## src/rtl/inst_fetch_unit_pkg.sv

```systemverilog
// Shared definitions for the instruction fetch stage: state encoding and
// fetch geometry constants.
`default_nettype none

package inst_fetch_unit_pkg;

  typedef enum logic [1:0] {
    ST_IDLE  = 2'd0,
    ST_REQ   = 2'd1,
    ST_DRAIN = 2'd2,
    ST_ERR   = 2'd3
  } fetch_state_t;

  localparam int unsigned INST_BYTES       = 4;
  localparam int unsigned FETCH_FIFO_DEPTH = 2;

endpackage

`default_nettype wire

```

## src/rtl/inst_fetch_unit_fetch_fifo2.sv

```systemverilog
// Two-entry FIFO of {pc, instruction} pairs with push, pop, flush and occupancy.
`default_nettype none

module inst_fetch_unit_fetch_fifo2 #(
  parameter int N      = 32,
  parameter int INST_W = 32
) (
  input  logic              clk,
  input  logic              reset,
  input  logic              i_push,
  input  logic [N-1:0]      i_pc,
  input  logic [INST_W-1:0] i_inst,
  input  logic              i_pop,
  input  logic              i_flush,
  output logic [1:0]        o_count,
  output logic              o_valid,
  output logic [INST_W-1:0] o_inst,
  output logic [N-1:0]      o_pc
);

  logic [N-1:0]      r_pc   [2];
  logic [INST_W-1:0] r_inst [2];
  logic              r_wr_ptr;
  logic              r_rd_ptr;
  logic [1:0]        r_count;

  logic w_push;
  logic w_pop;

  // Guard against overflow/underflow so a misbehaving caller cannot corrupt the pointers.
  assign w_push = i_push && (r_count != 2'd2);
  assign w_pop  = i_pop  && (r_count != 2'd0);

  always_ff @(posedge clk or posedge reset) begin
    if (reset) begin
      r_wr_ptr <= 1'b0;
      r_rd_ptr <= 1'b0;
      r_count  <= 2'd0;
      for (int i = 0; i < 2; i++) begin
        r_pc[i]   <= '0;
        r_inst[i] <= '0;
      end
    end else if (i_flush) begin
      r_wr_ptr <= 1'b0;
      r_rd_ptr <= 1'b0;
      r_count  <= 2'd0;
    end else begin
      if (w_push) begin
        r_pc[r_wr_ptr]   <= i_pc;
        r_inst[r_wr_ptr] <= i_inst;
        r_wr_ptr         <= ~r_wr_ptr;
      end
      if (w_pop) begin
        r_rd_ptr <= ~r_rd_ptr;
      end
      r_count <= r_count + {1'b0, w_push} - {1'b0, w_pop};
    end
  end

  assign o_count = r_count;
  assign o_valid = (r_count != 2'd0);
  assign o_inst  = r_inst[r_rd_ptr];
  assign o_pc    = r_pc[r_rd_ptr];

endmodule

`default_nettype wire

```

## src/rtl/inst_fetch_unit.sv

```systemverilog
// Instruction fetch stage: issues word requests at the current PC, buffers
// responses in a 2-entry FIFO for decode and steps the PC on each completed fetch.
`default_nettype none

module inst_fetch_unit
  import inst_fetch_unit_pkg::*;
#(
  parameter int N      = 32,
  parameter int INST_W = 32
) (
  input  logic              clk,
  input  logic              reset,
  input  logic [N-1:0]      PC_Value,
  input  logic              fetch_en,
  input  logic              redirect,
  output logic              mem_req,
  output logic [N-1:0]      mem_addr,
  input  logic              mem_ack,
  input  logic [INST_W-1:0] mem_rdata,
  output logic              inst_valid,
  output logic [INST_W-1:0] inst_out,
  output logic [N-1:0]      inst_pc,
  input  logic              inst_ready,
  output logic              pc_advance,
  output logic              misalign_err
);

  fetch_state_t r_state;
  logic         r_mem_req;
  logic [N-1:0] r_mem_addr;
  logic         r_misalign;

  logic [1:0]   w_count;
  logic [1:0]   w_count_next;
  logic         w_pop;
  logic         w_take;
  logic         w_has_room;
  logic         w_misaligned;

  assign w_pop        = inst_valid && inst_ready;
  // A response is kept only when it answers a live request and no flush races it.
  assign w_take       = (r_state == ST_REQ) && mem_ack && !redirect;
  assign w_count_next = w_count + 2'd1 - {1'b0, w_pop};
  assign w_has_room   = (w_count < 2'(FETCH_FIFO_DEPTH));
  assign w_misaligned = (PC_Value[1:0] != 2'b00);

  always_ff @(posedge clk or posedge reset) begin
    if (reset) begin
      r_state    <= ST_IDLE;
      r_mem_req  <= 1'b0;
      r_mem_addr <= '0;
      r_misalign <= 1'b0;
    end else begin
      case (r_state)
        ST_IDLE: begin
          if (!redirect && fetch_en && w_has_room) begin
            if (w_misaligned) begin
              r_state    <= ST_ERR;
              r_misalign <= 1'b1;
            end else begin
              r_state    <= ST_REQ;
              r_mem_req  <= 1'b1;
              r_mem_addr <= PC_Value;
            end
          end
        end
        ST_REQ: begin
          if (redirect) begin
            if (mem_ack) begin
              r_state   <= ST_IDLE;
              r_mem_req <= 1'b0;
            end else begin
              r_state <= ST_DRAIN;
            end
          end else if (mem_ack) begin
            if (fetch_en && (w_count_next < 2'(FETCH_FIFO_DEPTH))) begin
              r_mem_addr <= r_mem_addr + N'(INST_BYTES);
            end else begin
              r_state   <= ST_IDLE;
              r_mem_req <= 1'b0;
            end
          end
        end
        ST_DRAIN: begin
          // The stale response still has to be consumed before a new request may go out.
          if (mem_ack) begin
            r_state   <= ST_IDLE;
            r_mem_req <= 1'b0;
          end
        end
        ST_ERR: begin
          if (redirect) begin
            r_state    <= ST_IDLE;
            r_misalign <= 1'b0;
          end
        end
        default: begin
          r_state   <= ST_IDLE;
          r_mem_req <= 1'b0;
        end
      endcase
    end
  end

  inst_fetch_unit_fetch_fifo2 #(
    .N      (N),
    .INST_W (INST_W)
  ) u_fifo (
    .clk     (clk),
    .reset   (reset),
    .i_push  (w_take),
    .i_pc    (r_mem_addr),
    .i_inst  (mem_rdata),
    .i_pop   (w_pop),
    .i_flush (redirect),
    .o_count (w_count),
    .o_valid (inst_valid),
    .o_inst  (inst_out),
    .o_pc    (inst_pc)
  );

  assign mem_req      = r_mem_req;
  assign mem_addr     = r_mem_addr;
  assign pc_advance   = w_take;
  assign misalign_err = r_misalign;

endmodule

`default_nettype wire
```

## config.mk

```make
export PLATFORM = sky130hd
export DESIGN_NAME = inst_fetch_unit
export DESIGN_NICKNAME = d
export VERILOG_FILES = /design/src/rtl/inst_fetch_unit_pkg.sv /design/src/rtl/inst_fetch_unit_fetch_fifo2.sv /design/src/rtl/inst_fetch_unit.sv
export SDC_FILE = /design/constraint.sdc
export NUM_CORES = 1
export LEC_CHECK = 0
export ABC_AREA = 1
export BUFFER_PORTS_ARGS = -buffer_cell sky130_fd_sc_hd__buf_4
export CORE_ASPECT_RATIO = 0.5
export CORE_MARGIN = 8
export CORE_UTILIZATION = 56
export CTS_CLUSTER_SIZE = 25
export DETAILED_ROUTE_END_ITERATION = 6
export GPL_TIMING_DRIVEN = 1
export PLACE_DENSITY = 0.79
export SLEW_MARGIN = 20
export SYNTH_ARGS = -nofsm -noshare
export SYNTH_HDL_FRONTEND = slang
export SYNTH_SLANG_ARGS = --single-unit
```

## constraint.sdc

```tcl
create_clock -name clk -period 7.4 [get_ports clk]
set_clock_uncertainty 0.15 [all_clocks]
set_input_delay 1.85 -clock clk [delete_from_list [all_inputs] [get_ports clk]]
set_output_delay 1.85 -clock clk [all_outputs]
set_load 0.01 [all_outputs]
```

==> run_results.csv <==
group,metric,value,unit
power,p_leak,0.00547,uW
synth,synth_seq_cells,168,
synth,ys_seq_area_frac,0.485,
global_route,grtUsageMet2,0.348,
setup_path,path_max_fanout,5,
global_route,top_usage_layer,"met2",
floorplanning,pin_count,170,
layout,area_delta_synth_final,21.5,%
drt,vias,7789,
global_route,antenna_found_initial,0,
clock_network,cts_resized,0,
clock_network,cts-root-buf,"clkbuf_16",
placement,place_inst,1470,
floorplanning,die-area,19900,sq um
global_route,grtUsageTotal,0.223,
synth,synth_top_family_by_area,"simple AND/OR/NAND/NOR gates",
placement,gp_congestion,0.863,
synth,synth_fa_ha_area_frac,0.0130,
setup_path,critPathArrivalTime,2.42,ns
clock_network,clk_latency,0.42,ns
clock_network,cts_buffers,17,
global_route,use_met3,0.0448,
global_route,grt_max_degree,129,
global_route,overflow,0,
drt,drtAntennaViolNets,0,
setup_path,critical_path_class,"primary input to output pin",
layout,utilization,0.690,
timing,max_freq,226,MHz
synth,synth_most_common_cell,"nand2_1",
layout,drive_above_1_share,0.212,
power,combPwrFrac,0.441,
timing,setup_tns,0,ns
outcome,status,"completed",
synth,syn-cell-area,8660,sq um
timing,fin_worst_hold_slack,0.328,ns
synth,synthDistinctLibCells,31,
drt,routed_wl,22200,um
clock_network,cts_tree,"done",
clock_network,clk_pin_slew_worst_paths,0.07,ns
synth,ys_async_sr_fraction,1.00,
power,swShare,0.413,
synth,avgSynthCellArea,7.54,sq um
synth,synth_simple_gate_area_share,0.297,
layout,antenna_cells,0,
setup_path,required,5.40,ns
synth,syn_inst,1148,
clock_network,clockBufferDepth,2,
floorplanning,die_x,192,um
layout,nFillCells,1261,
clock_network,cts_setup_buffers,0,
synth,yosysTopAreaCellShare,0.485,
drt,firstDrtPassIters,5,
layout,finalInstanceArea,10500,sq um
clock_network,htree_levels,4,
timing,hold_viol_final,0,
drt,drt_iter0_drc,784,
layout,instances_no_fill,1502,
flow_run,maxCapViolCount,0,
timing,final.period_utilization,0.597,
power,ir_drop,0.000188,V
synth,muxShareOfSynthArea,0,
global_route,use_met1,0.313,
synth,synth-compound-area-share,0.125,
synth,yosys_most_used_dff,"dfrtp_1",
layout,finalNetCount,1364,
placement,placed_cell_area,9900,sq um
power,internal_power,2680,uW
timing,rsz0062_at_grt,"false",
drt,drc,0,
power,p_per_area,435,nW/um^2
floorplanning,start_util,0.568,
setup_path,end_kind,"output pin",
synth,synthTopCellsByArea,"dfrtp_1 (49%), nand2_1 (21%), o21ai_2 (5.6%)",
timing,slew_violations,0,
global_route,grt_pass1_wl,36600,um
synth,yosys.area.top_type,"dfrtp_1",
setup_path,cp-start-kind,"primary input",
timing,tightest_slew,1.13,ns
synth,ys_warn_count,0,
global_route,first_global_vias,7416,
clock_network,hold_buffers,0,
synth,synth_edf_count,0,
timing,finalSetupViolations,0,
floorplanning,placementRows,32,
synth,synthesis.nets,1227,
drt,vias_per_cell,5.19,
placement,io_buffers,169,
placement,dp_hpwl,14900,um
timing,slew_headroom,0.244,
synth,synth-xor-area-share,0.00303,
synth,synthTopCellsByCount,"nand2_1 (495), dfrtp_1 (168), o21ai_0 (95), inv_1 (87), nor2_1 (87)",
power,p_sw,1890,uW
drt,wire_per_inst,14.8,um
layout,final-seq-area,4210,sq um
layout,multi_input_area,3810,sq um
clock_network,clock-sinks,168,
worst_hold_path,hp-class,"flip-flop to flip-flop",
power,seq_power_share,0.354,
timing,min_period,4.42,ns
floorplanning,core,15300,sq um
floorplanning,die_h,104,um
power,clockPowerShare,0.204,
-- layer usage --
| layer | vias to the layer above | wire (um) |
|---|---|---|
| met3 | 26 | 1480 |
| li1 | 3863 | - |
| met5 | - | 0 |
| met1 | 3650 | 10100 |
| met2 | 250 | 10300 |
| met4 | 0 | 254 |
-- through the flow --
| stage | setup slack [ns] | power, uW |
|---|---|---|
| after floorplan | 0.853 | 2830 |
| after global placement | 3.01 | 3580 |
| after detailed placement | 2.99 | 3650 |
| after CTS | 2.98 | 4590 |
| after global routing | 2.94 | 4910 |
| final | 2.98 | 4570 |
-- worst max-delay path, cell delays in order --
cell and delay (ns):
buf_4 0.13, inv_2 0.10, nand2_4 0.07, nor2_4 0.13
buf_4 0.13
-- final timing paths --
| path | startpoint | end | slack (ns) | cells after the start |
|---|---|---|---|---|
| max | redirect | pc_advance | 2.98 | 5 |
| min | mem_req | mem_req | 0.33 | 2 |
| max reg2reg | r_state[1] | u_fifo.r_pc[56] | 3.98 | 9 |
| min reg2reg | mem_req | mem_req | 0.33 | 2 |
| max in group asynchronous | reset | u_fifo.r_inst[20] | 4.47 | 3 |
| min in group asynchronous | reset | u_fifo.r_inst[1] | 1.42 | 2 |
-- final cells by class --
| class | count | area share |
|---|---|---|
| flip-flops and latches | 168 | 0.400 |
| multi-input cells | 836 | 0.362 |
| repair buffers | 172 | 0.123 |
| clock buffers | 18 | 0.0408 |
| inverters | 90 | 0.0330 |
| well taps | 204 | 0.0243 |
| clock inverters | 14 | 0.0176 |
-- sequential cells by signal, summed over array words and instances, names as in the netlist --
| name | cells |
|---|---|
| u_fifo.o_count | 2 |
| misalign_err | 1 |
| r_state | 2 |
| u_fifo.r_pc | 64 |
| mem_addr | 32 |
| u_fifo.r_wr_ptr | 1 |
| u_fifo.r_inst | 64 |
| mem_req | 1 |
| u_fifo.r_rd_ptr | 1 |
-- cell families after synthesis --
group                    count (synthesis)
buffers and inverters                  144
AO/OA/AOI/OAI                          173
flip-flops                             168
adder cells (fa/ha/maj)                  9
AND/OR/NAND/NOR                        651
XOR/XNOR                                 3
-- power by group through the flow --
stage | Clock (uW) | Combinational (uW) | Sequential [uW]
4_1_cts | 946 | 2040 | 1610
2_1_floorplan | 0 | 1240 | 1590
5_1_grt | 987 | 2260 | 1670
6_report | 935 | 2020 | 1620
3_3_place_gp | 0 | 1970 | 1610
3_5_place_dp | 0 | 2030 | 1620
-- cells in the final DEF, fill, tap and decap left out, types with 2 or more instances in the layout --
master | Yosys | layout
clkinv_4 | 0 | 3
inv_1 | 87 | 85
o21ai_2 | 55 | 55
dfrtp_1 | 168 | 167
xor2_1 | 2 | 2
clkbuf_16 | 0 | 17
inv_6 | 0 | 7
a21oi_1 | 2 | 2
inv_2 | 3 | 3
and2_1 | 4 | 4
nand2_1 | 495 | 494
o21ai_1 | 18 | 18
ha_1 | 9 | 8
buf_4 | 1 | 172
nand2_2 | 2 | 2
bufinv_16 | 0 | 3
o21ai_0 | 95 | 95
nor2_4 | 3 | 3
nand3_1 | 51 | 51
nor2_1 | 87 | 87
nand4_1 | 3 | 3
No activity file was read; power rests on OpenSTA's default activity.
